$ cat config.mk
export PLATFORM = sky130hd
export DESIGN_NAME = button_sw_conditioner
export DESIGN_NICKNAME = d
export VERILOG_FILES = /design/src/rtl/button_sw_conditioner.sv
export SDC_FILE = /design/constraint.sdc
export NUM_CORES = 1
export LEC_CHECK = 0
export ABC_CLOCK_PERIOD_IN_PS = 5900
export CORE_ASPECT_RATIO = 0.5
export CORE_MARGIN = 4
export CORE_UTILIZATION = 46
export CTS_CLUSTER_DIAMETER = 120
export DETAILED_ROUTE_END_ITERATION = 10
export GPL_TIMING_DRIVEN = 0
export SYNTH_ARGS = -nofsm -noshare
export SYNTH_HDL_FRONTEND = slang
export SYNTH_SLANG_ARGS = --single-unit
$ cat constraint.sdc
create_clock -name clk -period 5.9 [get_ports clk]
set_input_delay 0.885 -clock clk [delete_from_list [all_inputs] [get_ports clk]]
set_output_delay 0.885 -clock clk [all_outputs]
set_load 0.05 [all_outputs]
$ cat src/rtl/button_sw_conditioner.sv
// rtl/button_sw_conditioner.sv - per-key sync, debounce, press pulse and hold-to-repeat for button_sw
module button_sw_conditioner #(
  parameter int                N_KEYS          = 12,
  parameter int                DEBOUNCE_CYCLES = 200000,
  parameter int                HOLD_CYCLES     = 25000000,
  parameter int                REPEAT_CYCLES   = 5000000,
  parameter logic [N_KEYS-1:0] REPEAT_MASK     = '0
) (
  input  logic              clk,
  input  logic              rst,
  input  logic [N_KEYS-1:0] button_sw,
  output logic [N_KEYS-1:0] button_sw_level,
  output logic [N_KEYS-1:0] button_sw_oneshot,
  output logic              any_pressed
);

  localparam int HOLD_MAX = (HOLD_CYCLES > REPEAT_CYCLES) ? HOLD_CYCLES : REPEAT_CYCLES;
  localparam int DW       = $clog2(DEBOUNCE_CYCLES + 1);
  localparam int HW       = $clog2(HOLD_MAX);

  localparam logic [DW-1:0] D_TERM = DW'(DEBOUNCE_CYCLES - 1);
  localparam logic [HW-1:0] H_TERM = HW'(HOLD_CYCLES - 1);
  localparam logic [HW-1:0] R_TERM = HW'(REPEAT_CYCLES - 1);

  logic [N_KEYS-1:0] stable_nxt;

  for (genvar i = 0; i < N_KEYS; i++) begin : g_key
    logic          s1;
    logic          s2;
    logic          stable;
    logic          pulse;
    logic          rep_phase;
    logic          rep_fire;
    logic [DW-1:0] dcnt;
    logic [HW-1:0] hcnt;

    // A new level is accepted only after DEBOUNCE_CYCLES consecutive mismatches
    assign stable_nxt[i] = (s2 != stable && dcnt == D_TERM) ? s2 : stable;

    assign rep_fire = REPEAT_MASK[i] && stable &&
                      (rep_phase ? (hcnt == R_TERM) : (hcnt == H_TERM));

    always_ff @(posedge clk or negedge rst) begin
      if (!rst) begin
        s1        <= 1'b0;
        s2        <= 1'b0;
        stable    <= 1'b0;
        dcnt      <= '0;
        hcnt      <= '0;
        rep_phase <= 1'b0;
        pulse     <= 1'b0;
      end else begin
        s1     <= button_sw[i];
        s2     <= s1;
        stable <= stable_nxt[i];

        if (s2 == stable || dcnt == D_TERM) dcnt <= '0;
        else                                dcnt <= dcnt + 1'b1;

        pulse <= (stable_nxt[i] & ~stable) | rep_fire;

        // Hold timer only runs on repeat-enabled keys while the debounced level is high
        if (!REPEAT_MASK[i] || !stable) begin
          hcnt      <= '0;
          rep_phase <= 1'b0;
        end else if (rep_fire) begin
          hcnt      <= '0;
          rep_phase <= 1'b1;
        end else begin
          hcnt <= hcnt + 1'b1;
        end
      end
    end

    assign button_sw_level[i]   = stable;
    assign button_sw_oneshot[i] = pulse;
  end

  always_ff @(posedge clk or negedge rst) begin
    if (!rst) any_pressed <= 1'b0;
    else      any_pressed <= |stable_nxt;
  end

endmodule
# == Word level (Yosys, flattened, before mapping) ==
# Index checks and enable logic that the tools add are counted.
# W data, S select, Z words.
# totals
register_bits,265
latch_bits,0
ram_bits,0
rom_bits,0
output_inout_bits,25
wordCells,182
mem_count,0
# op_classes
addsub,12
mul,0
div_mod_pow,0
magnitude_cmp,0
eq_ne,36
n_shift,0
n_mux,24
bitwise_logic,24
reduce_logical,25
# op_table
operator,n
$add A18 B1 Y18 const B,12
$eq A18 B18 Y1 const B,12
$mux W18,12
$and A1 B1 Y1,12
$eq A1 B1 Y1,12
$logic_and A1 B1 Y1,12
$logic_or A1 B1 Y1,12
$mux W1,12
$ne A1 B1 Y1,12
$not A1 Y1,12
$reduce_or A12 Y1,1

# == Logic depth before layout (Yosys ltp) ==
# Gate-level depths: netlist of run 1.
# logic_depth
ltp_word,4
depth_mapped,9
ltp_nobuf,7

# == Worst setup path after synthesis of run 1 ==
# Ideal clock, no wire load.
# synth_timing
kind,register to register
startpoint,register g_key[11].dcnt[0]
endpoint,register any_pressed
arrival_ns,1.864
t_required_ns,5.764
slack_ns,3.900
stages_incl_launch_ff,9
period_less_slack_ns,2.000
path_cell_list,dfrtp_1 ha_1 and3_1 and3_1 buf_6 and3_4 mux2_4 nor4_1 nand3_1
# synth_between
elab_chain_cells,4
# synth_lines
item,line,source
start: declaration,34,logic [DW-1:0] dcnt;
start signal: assignment,58,else dcnt <= dcnt + 1'b1;
$eq A18 B18 Y1,38,assign stable_nxt[i] = (s2 != stable && dcnt == D_TERM) ? s2 : stable;
$logic_and A1 B1 Y1,38,
$mux W1,38,
net stable_nxt[11],25,logic [N_KEYS-1:0] stable_nxt;
$reduce_or A12 Y1,81,else any_pressed <= |stable_nxt;
end signal: assignment,81,
end: declaration,14,output logic any_pressed
# The timed path passes the listed nets, and every way through them passes these cells.

# == Final worst setup path of run 1 ==
# layout_timing
startpoint,register g_key[4].stable
endpoint,output port button_sw_level[4]
# layout_rtl
item,line,source
start: declaration,30,logic stable;
start signal: assignment,55,stable <= stable_nxt[i];
end: declaration,12,"output logic [N_KEYS-1:0] button_sw_level,"
# No word-level cell between the ends.

==> out/qor.txt, run 1 <==
FINISH
--------------------------------------------------------------------------------------------------------
Non-filler cells in the finished layout                                                            1,550
P&R area growth vs syn                                                                             14.3%
Final Util                                                                                         53.9%
Fill count                                                                                         2,205
Nets@finish                                                                                        1,215
Area of all placed cells without fillers                                                      13,700 um2
Fraction of layout instances using a drive strength above 1                                        9.21%

TIMING
--------------------------------------------------------------------------------------------------------
Normalized max-slew margin                                                                         61.2%
Actual transition at the worst max-transition pin                                                 583 ps
Setup repair after global routing missed its margin                                                false
Worst clock skew on the final layout                                                             8.41 ps
Setup TNS                                                                                           0 ps
Final hold violations                                                                                  0
Fmax achieved                                                                                    363 MHz
Count of pins over their slew limit                                                                    0
Time the final worst path needs with I/O delays and setup                                        2750 ps
Final setup violation count                                                                            0
Final cycle utilization of the critical path                                                       46.6%

ROUTING
--------------------------------------------------------------------------------------------------------
Number of detailed-route iterations in the first pass                                                  4
Routed wire length                                                                             21,000 um
Wire per inst                                                                                    13.6 um
Number of design-rule violations left by the first detailed-router iteration                         439
Vias after detailed routing                                                                        7,932
Number of nets with antenna violations after routing                                                   0
Count of unresolved DRC violations after routing                                                       0
Via/cell ratio                                                                                      5.12

YOSYS
--------------------------------------------------------------------------------------------------------
Synthesized flop and latch total                                                                     265
Synthesized instance count                                                                         1,122
Post-Synthesis Net Count                                                                           1,148
Portion of the post-synthesis area used by sequential elements                                     55.3%
Post-synth design cell area                                                                   12,000 um2
Syn Area/Cell                                                                                   10.7 um2
Count of cell types in the netlist                                                                    34
Number of warnings printed during yosys synthesis                                                      0

GLOBAL ROUTING
--------------------------------------------------------------------------------------------------------
Initial antenna violation count                                                                        0
Vias in the first global route                                                                     8,019
Global-route wire length before repair                                                         37,300 um
Overflow left after global routing                                                                     0
Largest net degree at the start of global routing                                                    111
GRT Total Usage                                                                                    15.2%

PLACE
--------------------------------------------------------------------------------------------------------
Number of port buffers                                                                                38
Post-detail-place hpwl                                                                         14,200 um
Gp weighted congestion                                                                             0.808
Placed inst area                                                                              12,900 um2
Placed insts                                                                                       1,506

CLOCK NETWORK
--------------------------------------------------------------------------------------------------------
Number of buffers added to fix hold violations after cts                                               0
Bufs on Longest Clock Path                                                                             3
Total clock buffers created by CTS                                                                    25
Root Driver                                                                                 sky130_fd_sc_hd__clkbuf_16
Count of H-tree levels built during CTS                                                                1
Post_cts resized                                                                                       0
Number of clock sinks                                                                                265
Post-CTS clock slew at the launch and capture registers of the worst setup and hold paths          60 ps
TritonCTS clock tree                                                                               built
Setup bufs post-CTS                                                                                    0
Clock insertion delay at the later pin of the skew report                                         520 ps

WORST SETUP PATH
--------------------------------------------------------------------------------------------------------
Startpoint of the worst-slack reg-to-reg timing path                                        g_key[11].dcnt[0]
Maximum fanout along the worst path                                                                    4
Worst setup path category                                                                   flop to output pin
Reg2Reg Depth                                                                                          8
Start point of the critical path                                                            g_key[4].stable
Worst EP arrival                                                                                 1870 ps
Critical path launch point type                                                                     flop
CP Cell Sequence                                                                            buf_4 > clkdlybuf4s50_1
Required time at the worst-slack endpoint                                                        5020 ps
Top cell family by delay on the critical path                                               buffers and inverters
Endpoint kind of the worst setup timing path                                                  output pin
Number of cells on the critical path                                                                   2
Slowest Stage Delay on Critical Path                                                              790 ps
Crit-path slowest cell                                                                      sky130_fd_sc_hd__clkdlybuf4s50_1
Worst path bufs/invs                                                                                   2

FLOORPLAN
--------------------------------------------------------------------------------------------------------
Die width                                                                                         236 um
Core Rows                                                                                             41
Die area                                                                                      28,900 um2
Effective utilization at floorplan                                                                 47.2%
Die height                                                                                        122 um
Core footprint                                                                                25,400 um2
Number of top-level design ports                                                                      39

JOB
--------------------------------------------------------------------------------------------------------
Total of max-cap violations                                                                            0

PWR
--------------------------------------------------------------------------------------------------------
Internal power summed over all cells                                                             2860 uW
PD cells                                                                                      265 nW/um2
Fraction of power spent switching nets                                                             21.3%
Fraction of power consumed by sequential logic                                                     51.4%
Leakage dissipation                                                                           0.00611 uW
P_sw                                                                                              774 uW
Logic pwr share                                                                                     3.0%
Total power draw                                                                                 3630 uW
Clock share of power                                                                               45.5%
Maximum vdd ir drop                                                                             0.176 mV

STATUS
--------------------------------------------------------------------------------------------------------
Run status                                                                                  complete, no violations

HOLD PATH
--------------------------------------------------------------------------------------------------------
Type of the most critical hold path                                                         input pin to asynchronous set/reset pin

area by class of cell:
type / count / area [um2] / area share (%)
plain buffers: 42 / 280 / 2.05
inverters: 10 / 37.5 / 0.274
clock buffers: 31 / 668 / 4.88
diodes: 1 / 2.50 / 0.0183
multi-input cells: 805 / 5030 / 36.8
clock inverters: 12 / 166 / 1.22
well taps: 344 / 430 / 3.14
repair buffers: 40 / 440 / 3.22
flip-flops and latches: 265 / 6630 / 48.4
power groups by stage:
stage	logic (uW)	registers (uW)	clock network, uW
floorplan	51.3	1900	0
global placement	109	1900	0
detailed placement	116	1900	0
CTS	116	1870	1710
global route	132	1870	1790
finish	110	1870	1660
cells by family after synthesis:
kind of cell               count (synthesis)  synth area share (%)
and+or+nand+nor                          558                  24.3
DFF                                      265                  55.3
xor gates and xnor gates                 185                  13.5
buffers and inverters                     52                  2.65
AOI/OAI and AO/OA                         38                  1.59
muxes                                     12                  1.32
adders and majority gates                 12                  1.25
state kept, by name, summed over array words and instances (netlist names):
register / flops
g_key.dcnt: 216
g_key.s1: 12
any_pressed: 1
g_key.pulse: 12
g_key.stable: 12
g_key.s2: 12
worst paths after layout:
check / slack, ps / end
max: 3150 / button_sw_level[4]
min in group clk: 350 / g_key[9].s2
max reg2reg: 3520 / any_pressed
min reg2reg: 350 / g_key[9].s2
min: 300 / g_key[6].dcnt[15]
max in group asynchronous: 4350 / g_key[8].dcnt[17]
layer usage:
metal  GRT usage (%)  part of all wire, %  vias up
li1                -                    -     3938
met1            21.4                   50     3894
met4            3.39                  2.0        0
met2            24.8                   45       72
met3            2.96                  3.1       28
met5               0                    0        -
synth_stat cells:
library cell	instances	share of area, %
sky130_fd_sc_hd__a21oi_1	19	0.79
sky130_fd_sc_hd__nor3_1	8	0.33
sky130_fd_sc_hd__nand3_2	3	0.25
sky130_fd_sc_hd__nor2b_1	3	0.16
sky130_fd_sc_hd__clkbuf_1	4	0.13
sky130_fd_sc_hd__xnor2_1	71	5.2
sky130_fd_sc_hd__inv_1	10	0.31
sky130_fd_sc_hd__ha_1	12	1.3
sky130_fd_sc_hd__nand4_1	26	1.4
sky130_fd_sc_hd__xor2_1	114	8.3
sky130_fd_sc_hd__nand2_1	64	2.0
sky130_fd_sc_hd__buf_2	11	0.46
sky130_fd_sc_hd__or3_1	19	0.99
sky130_fd_sc_hd__nor4_1	13	0.68
sky130_fd_sc_hd__and4_1	15	1.1
sky130_fd_sc_hd__mux2_2	6	0.56
sky130_fd_sc_hd__o21ai_0	19	0.79
sky130_fd_sc_hd__nor4b_1	12	0.88
sky130_fd_sc_hd__and3_1	59	3.1
sky130_fd_sc_hd__or2_1	3	0.16
sky130_fd_sc_hd__and3_4	6	0.56
sky130_fd_sc_hd__dfrtp_1	265	55
sky130_fd_sc_hd__nand4bb_1	11	1.0
sky130_fd_sc_hd__nor3b_1	12	0.75
sky130_fd_sc_hd__mux2_4	6	0.75
sky130_fd_sc_hd__nor2_2	1	0.052
sky130_fd_sc_hd__nand3_1	90	3.8
sky130_fd_sc_hd__nand4_2	1	0.10
sky130_fd_sc_hd__or2_0	1	0.052
sky130_fd_sc_hd__nor2_1	203	6.4
sky130_fd_sc_hd__buf_4	25	1.6
sky130_fd_sc_hd__nor4_2	4	0.42
sky130_fd_sc_hd__and3_2	4	0.25
sky130_fd_sc_hd__buf_6	2	0.19
metrics by stage:
stage                     worst slack [ps]  hold WS, ps
after floorplan                       3900          331
after detailed placement              3450          337
after CTS                             3110          323
after global routing                  3070          346
final                                 3150          299
after global placement               -7320          334
cells in the final DEF (no fill, tap or decap), drive strengths merged:
master | netlist | final
a21oi | 19 | 19
and3 | 69 | 69
and4 | 15 | 15
buf | 38 | 41
bufinv | 0 | 4
clkbuf | 4 | 35
clkdlybuf4s50 | 0 | 37
clkinv | 0 | 7
dfrtp | 265 | 265
diode | 0 | 1
ha | 12 | 12
inv | 10 | 11
mux2 | 12 | 12
nand2 | 64 | 64
nand3 | 93 | 93
nand4 | 27 | 27
nand4bb | 11 | 11
nor2 | 204 | 204
nor2b | 3 | 3
nor3 | 8 | 8
nor3b | 12 | 12
nor4 | 17 | 17
nor4b | 12 | 12
o21ai | 19 | 19
or2 | 4 | 4
or3 | 19 | 19
xnor2 | 71 | 71
xor2 | 114 | 114
No activity file was read; power rests on OpenSTA's default activity.
==> inputs of run 2 (changes only) <==
--- a/config.mk
+++ b/config.mk
@@ -5,7 +5,7 @@
 export SDC_FILE = /design/constraint.sdc
 export NUM_CORES = 1
 export LEC_CHECK = 0
-export ABC_CLOCK_PERIOD_IN_PS = 5900
+export ABC_CLOCK_PERIOD_IN_PS = 2750
 export CORE_ASPECT_RATIO = 0.5
 export CORE_MARGIN = 4
 export CORE_UTILIZATION = 46
==> constraint.sdc (replaced) <==
create_clock -name clk -period 2.75 [get_ports clk]
set_input_delay 0.4125 -clock clk [delete_from_list [all_inputs] [get_ports clk]]
set_output_delay 0.4125 -clock clk [all_outputs]
set_load 0.05 [all_outputs]
==> run 2 against run 1 <==
Effect of this change: wire length up 0.15%; register-to-register slack worse by 3200 ps; via count up 0.52%; clock power up 110%; first-iteration DRC count down 2.1%; combinational power up 120%; sequential power up 110%; largest power group unchanged.
==> out/qor.txt, run 2 (synthesized netlist as in run 1, its figures left out) <==
TIMING
--------------------------------------------------------------------------------------------------------
Final setup violation count                                                                            0   unchanged
Time the final worst path needs with I/O delays and setup                                        2390 ps
Normalized max-slew margin                                                                         60.2%   -1.0 points
Fmax achieved                                                                                    418 MHz
Final cycle utilization of the critical path                                                       86.9%
Actual transition at the worst max-transition pin                                                 598 ps   +15.0 ps
Setup repair after global routing missed its margin                                                false
Fin Hold WS                                                                                       325 ps   +26.1 ps
Count of pins over their slew limit                                                                    0   unchanged
Final hold violations                                                                                  0   unchanged
Worst clock skew on the final layout                                                             8.22 ps   -0.184 ps

WORST SETUP PATH
--------------------------------------------------------------------------------------------------------
Top cell family by delay on the critical path                                               simple AND/OR/NAND/NOR gates
Endpoint kind of the worst setup timing path                                                        flop
Number of cells on the critical path                                                                   8   +6
CP Cell Sequence                                                                            ha_1 > and3_1 > and3_1 > buf_6 > and3_4 > mux2_4 > nor4_1 > nand3_1
Crit-path slowest cell                                                                      sky130_fd_sc_hd__nor4_1
Maximum fanout along the worst path                                                                    6   +2
Startpoint of the worst-slack reg-to-reg timing path                                        g_key[11].dcnt[0]
Cell with the most instances on the worst path                                              sky130_fd_sc_hd__and3_1
Worst setup path category                                                                   flop to flop
Worst EP arrival                                                                                 2760 ps   +890 ps
Worst path bufs/invs                                                                                   1   -1
Required time at the worst-slack endpoint                                                        3120 ps   -1900 ps
Reg2Reg Depth                                                                                          8   unchanged
Start point of the critical path                                                            g_key[11].dcnt[0]
Critical path launch point type                                                                     flop
Slowest Stage Delay on Critical Path                                                              420 ps   -370 ps

GLOBAL ROUTING
--------------------------------------------------------------------------------------------------------
Overflow left after global routing                                                                     0   unchanged
Largest net degree at the start of global routing                                                    111   unchanged
Met3 routing resource usage after global routing                                                   2.96%   unchanged
GRT Total Usage                                                                                    15.2%   about the same
Initial antenna violation count                                                                        0   unchanged
Met1 global-route usage                                                                            21.4%   about the same
Met2 global-route usage                                                                            24.8%   +0.036 points
Global-route wire length before repair                                                         37,400 um   +0.11%
Vias in the first global route                                                                     8,029   +0.12%
Peak-usage layer in the global routing report                                                       met2

CLOCK NETWORK
--------------------------------------------------------------------------------------------------------
Number of clock sinks                                                                                265   unchanged
Setup bufs post-CTS                                                                                    0   unchanged
Root Driver                                                                                 sky130_fd_sc_hd__clkbuf_16
Post-CTS clock slew at the launch and capture registers of the worst setup and hold paths          70 ps   about the same
Total clock buffers created by CTS                                                                    25   unchanged
Post_cts resized                                                                                       0   unchanged
Number of buffers added to fix hold violations after cts                                               1   +1
TritonCTS clock tree                                                                               built
Count of H-tree levels built during CTS                                                                1   unchanged
Bufs on Longest Clock Path                                                                             3   unchanged
Clock insertion delay at the later pin of the skew report                                         520 ps   about the same

PLACE
--------------------------------------------------------------------------------------------------------
Number of port buffers                                                                                38   unchanged
Post-detail-place hpwl                                                                         14,200 um   unchanged
Gp weighted congestion                                                                             0.808   unchanged

ROUTING
--------------------------------------------------------------------------------------------------------
Vias after detailed routing                                                                        7,973   +0.52%
Number of design-rule violations left by the first detailed-router iteration                         430   -2.1%
Via/cell ratio                                                                                      5.14   +0.45%
Routed wire length                                                                             21,100 um   +0.15%
Number of detailed-route iterations in the first pass                                                  4   unchanged
Wire per inst                                                                                    13.6 um   about the same
Count of unresolved DRC violations after routing                                                       0   unchanged
Number of nets with antenna violations after routing                                                   0   unchanged

FLOORPLAN
--------------------------------------------------------------------------------------------------------
Core Rows                                                                                             41   unchanged
Core footprint                                                                                25,400 um2   unchanged
Die height                                                                                        122 um   unchanged
Effective utilization at floorplan                                                                 47.2%   unchanged
Die area                                                                                      28,900 um2   unchanged
Number of top-level design ports                                                                      39   unchanged
Die width                                                                                         236 um   unchanged

STATUS
--------------------------------------------------------------------------------------------------------
Run status                                                                                  complete, no violations

FINISH
--------------------------------------------------------------------------------------------------------
Number of flip-flops in the largest register                                                         216   unchanged
Area taken by flip-flops and latches                                                            6630 um2   unchanged
Final Util                                                                                         54.0%   about the same
Most common library cell in the layout ignoring fill and taps                               sky130_fd_sc_hd__dfrtp_1
Nets@finish                                                                                        1,216   +0.082%
P&R area growth vs syn                                                                             14.3%   about the same
Most frequent cells in the layout                                                           265 x sky130_fd_sc_hd__dfrtp_1, 203 x sky130_fd_sc_hd__nor2_1, 114 x sky130_fd_sc_hd__xor2_1
Register bank with the most flops                                                             g_key.dcnt
Fill count                                                                                         2,204   -0.045%
Multi-input gate area                                                                           5030 um2   unchanged
Fraction of layout instances using a drive strength above 1                                        9.20%   about the same

PWR
--------------------------------------------------------------------------------------------------------
Maximum vdd ir drop                                                                             0.377 mV   +110%
PD cells                                                                                      569 nW/um2   +110%
Leakage dissipation                                                                           0.00611 uW   about the same

HOLD PATH
--------------------------------------------------------------------------------------------------------
Type of the most critical hold path                                                         input pin to flop
Startpoint of the tightest hold check path                                                  button_sw[3]
Worst hold path cell count                                                                             1

JOB
--------------------------------------------------------------------------------------------------------
Total of max-cap violations                                                                            0   unchanged

-- run 2: cell count changes in the layout (fill, tap and decap cells not counted), sizes merged --
cell / delta
dlygate4sd3: +1
-- run 2: worst paths after layout --
check | to | slack [ps]
worst max-delay path | any_pressed | 360
worst min-delay path | g_key[3].s1 | 330
worst max register to register | any_pressed | 360
worst min register to register | g_key[9].s2 | 350
max in group asynchronous | g_key[8].dcnt[17] | 1070
min in group asynchronous | g_key[6].dcnt[15] | 420
-- run 2: area by class of cell --
type                    instances  area share [%]
plain buffers                  42            2.05
diodes                          1          0.0183
multi-input cells             805            36.7
repair buffers                 41            3.29
clock inverters                12            1.21
well taps                     344            3.14
clock buffers                  31            4.88
inverters                      10           0.274
flip-flops and latches        265            48.4
-- run 2: through the flow --
step	setup TNS [ps]	power, uW	instances	area [um2]	worst slack (ps)
global route	0	8150	1550	13700	213
floorplan	0	4180	1122	12000	750
global placement	-2642220	4320	1504	12800	-10000
detailed placement	0	4330	1506	12900	299
finish	0	7800	1551	13700	359
CTS	0	7940	1550	13700	279
-- run 2: report_power, final --
group          total (uW)  internal (uW)  switching (uW)
combinational         238           80.2             158
clock                3550           2100            1450
sequential           4010           3960            51.7
total                7800           6140            1660
-- run 2: per-layer routing --
| metal | up-vias | part of all wire [%] |
|---|---|---|
| li1 | 3942 | - |
| met1 | 3909 | 50 |
| met2 | 94 | 45 |
| met3 | 28 | 2.9 |
| met4 | 0 | 2.0 |
| met5 | - | 0 |
==> inputs of run 3 (changes only) <==
--- a/config.mk
+++ b/config.mk
@@ -8,7 +8,7 @@
 export ABC_CLOCK_PERIOD_IN_PS = 2750
 export CORE_ASPECT_RATIO = 0.5
 export CORE_MARGIN = 4
-export CORE_UTILIZATION = 46
+export CORE_UTILIZATION = 41
 export CTS_CLUSTER_DIAMETER = 120
 export DETAILED_ROUTE_END_ITERATION = 10
 export GPL_TIMING_DRIVEN = 0
==> run 3 against run 2 <==
Effect of this change: worst hold slack worse by 15 ps; first-iteration DRC count is 8.1% higher; final cell count is 2.6% higher; sequential power hardly changed.
==> out/qor.txt, run 3 (synthesized netlist as in run 1, its figures left out) <==
STATUS
--------------------------------------------------------------------------------------------------------
Run status                                                                                  complete, no violations

WORST SETUP PATH
--------------------------------------------------------------------------------------------------------
Worst EP arrival                                                                                 2800 ps   +40 ps
Internal reg-to-reg setup slack                                                                   320 ps   -40 ps
Startpoint of the worst-slack reg-to-reg timing path                                        g_key[2].dcnt[0]
Reg2Reg Depth                                                                                          7   -1
CP endpoint                                                                                  any_pressed
Worst setup path category                                                                   flop to flop
Critical path launch point type                                                                     flop
Endpoint kind of the worst setup timing path                                                        flop
Required time at the worst-slack endpoint                                                        3130 ps   about the same
CP Cell Sequence                                                                            ha_1 > and3_1 > and3_2 > nand3_2 > mux2_4 > nor4_1 > nand3_1
Slowest Stage Delay on Critical Path                                                              550 ps   +130 ps
Worst r2r dst                                                                                any_pressed
Maximum fanout along the worst path                                                                    5   -1
Crit-path slowest cell                                                                      sky130_fd_sc_hd__nor4_1
Start point of the critical path                                                            g_key[2].dcnt[0]

GLOBAL ROUTING
--------------------------------------------------------------------------------------------------------
GRT Total Usage                                                                                    13.5%   -1.6 points
Vias in the first global route                                                                     8,019   -0.12%
Initial antenna violation count                                                                        0   unchanged
Overflow left after global routing                                                                     0   unchanged
Global-route wire length before repair                                                         37,700 um   +0.96%
Largest net degree at the start of global routing                                                    116   +4.5%

FINISH
--------------------------------------------------------------------------------------------------------
P&R area growth vs syn                                                                             15.1%
Most common library cell in the layout ignoring fill and taps                               sky130_fd_sc_hd__dfrtp_1
Number of diodes                                                                                       0   -1
Nets@finish                                                                                        1,216   unchanged
Number of flip-flops in the largest register                                                         216   unchanged
Final Util                                                                                         48.8%   -5.1 points
Most frequent cells in the layout                                                           265 x sky130_fd_sc_hd__dfrtp_1, 203 x sky130_fd_sc_hd__nor2_1, 114 x sky130_fd_sc_hd__xor2_1
Register bank with the most flops                                                             g_key.dcnt
Fraction of layout instances using a drive strength above 1                                        9.51%   +0.31 points

PLACE
--------------------------------------------------------------------------------------------------------
Number of port buffers                                                                                38   unchanged
Gp weighted congestion                                                                             0.815   +0.87%
Post-detail-place hpwl                                                                         14,200 um   +0.13%

ROUTING
--------------------------------------------------------------------------------------------------------
Vias after detailed routing                                                                        7,888   -1.1%
Number of nets with antenna violations after routing                                                   0   unchanged
Via/cell ratio                                                                                      4.96   -3.6%
Wire per inst                                                                                    13.3 um   -1.7%
Number of design-rule violations left by the first detailed-router iteration                         465   +8.1%
Count of unresolved DRC violations after routing                                                       0   unchanged
Number of detailed-route iterations in the first pass                                                  4   unchanged
Routed wire length                                                                             21,200 um   +0.82%

CLOCK NETWORK
--------------------------------------------------------------------------------------------------------
Setup bufs post-CTS                                                                                    0   unchanged
Total clock buffers created by CTS                                                                    25   unchanged
TritonCTS clock tree                                                                               built
Bufs on Longest Clock Path                                                                             3   unchanged
Root Driver                                                                                 sky130_fd_sc_hd__clkbuf_16
Count of H-tree levels built during CTS                                                                1   unchanged
Post-CTS clock slew at the launch and capture registers of the worst setup and hold paths          70 ps   about the same
Clock insertion delay at the later pin of the skew report                                         540 ps   +20 ps
Number of clock sinks                                                                                265   unchanged

JOB
--------------------------------------------------------------------------------------------------------
Total of max-cap violations                                                                            0   unchanged

TIMING
--------------------------------------------------------------------------------------------------------
Worst clock skew on the final layout                                                             23.5 ps   +15.3 ps
Final cycle utilization of the critical path                                                       88.2%   +1.3 points
Setup repair after global routing missed its margin                                                false
Normalized max-slew margin                                                                         57.6%   -2.6 points
Time the final worst path needs with I/O delays and setup                                        2430 ps   +35.2 ps
Count of pins over their slew limit                                                                    0   unchanged
Final setup violation count                                                                            0   unchanged
Final hold violations                                                                                  0   unchanged
Fmax achieved                                                                                    412 MHz   -1.5%
Actual transition at the worst max-transition pin                                                 636 ps   +38.7 ps
Setup TNS                                                                                           0 ps   unchanged

FLOORPLAN
--------------------------------------------------------------------------------------------------------
Core footprint                                                                                28,200 um2   +11%
Number of top-level design ports                                                                      39   unchanged
Die area                                                                                      32,200 um2   +12%
Die width                                                                                         250 um   +5.7%
Effective utilization at floorplan                                                                 42.4%   -4.8 points
Die height                                                                                        129 um   +5.5%
Core Rows                                                                                             43   +4.9%

HOLD PATH
--------------------------------------------------------------------------------------------------------
Startpoint of the tightest hold check path                                                  button_sw[2]
Type of the most critical hold path                                                         input pin to flop

PWR
--------------------------------------------------------------------------------------------------------
Maximum vdd ir drop                                                                             0.367 mV   -2.5%
Leakage dissipation                                                                           0.00613 uW   +0.31%
PD cells                                                                                      575 nW/um2   +0.99%

run 3: changes by cell type in the layout (fill, tap and decap cells not counted), sizes merged:
cell      previous run  this run
clkbuf              35        37
clkinvlp             0         1
diode                1         0
run 3: worst min path at each step:
stage                    to  slack (ps)  depth (start not counted)
2_1_floorplan   any_pressed         120                          0
3_3_place_gp    g_key[7].s2         330                          0
3_5_place_dp   g_key[10].s2         340                          0
4_1_cts         g_key[2].s1         280                          1
5_1_grt         g_key[2].s1         280                          1
6_report        g_key[2].s1         310                          1
run 3: critical path, delay by kind of cell, from the launching register on:
family | cells | cell delay (ps)
adders and majority gates | 1 | 240
DFF | 1 | 420
muxes | 1 | 330
and+or+nand+nor | 5 | 1280
run 3: layout make-up:
type / instances / area [um2]
buffer: 42 / 280
inverter: 10 / 37.5
fill: 2540 / 14500
clock buffer: 33 / 706
clock inverter: 13 / 171
sequential: 265 / 6630
tap: 382 / 478
multi-input combinational: 805 / 5030
timing repair buffer: 41 / 450
run 3: metrics by stage:
stage	hold slack (ps)	worst slack [ps]	area [um2]	std cells	power, uW
global placement	332	-10080	12800	1542	4320
CTS	281	273	13800	1591	8060
finish	310	324	13800	1591	7930
floorplan	117	750	12000	1122	4180
detailed placement	336	318	12900	1544	4330
global route	284	267	13800	1591	8270
run 3: power by group:
group	total [uW]	internal, uW	switching [uW]
Combinational	241	81.1	159
Sequential	4010	3960	52.1
Clock	3680	2180	1490
run 3: what timing repair did:
| action | 4_1_cts | 5_1_grt |
|---|---|---|
| endpoints found under the hold margin | 50 | 0 |
| gates resized for setup | 0 | 0 |
| hold buffers | 1 | 0 |
run 3: layer usage:
metal  GRT usage, %  vias up  part of all wire [%]  routed length, um
met5              0        -                     0                  0
met3           2.61       28                   2.9                605
met4           2.79        0                   1.8                374
met2           22.1       71                    45               9510
li1               -     3938                     -                  -
met1           19.2     3851                    51              10700
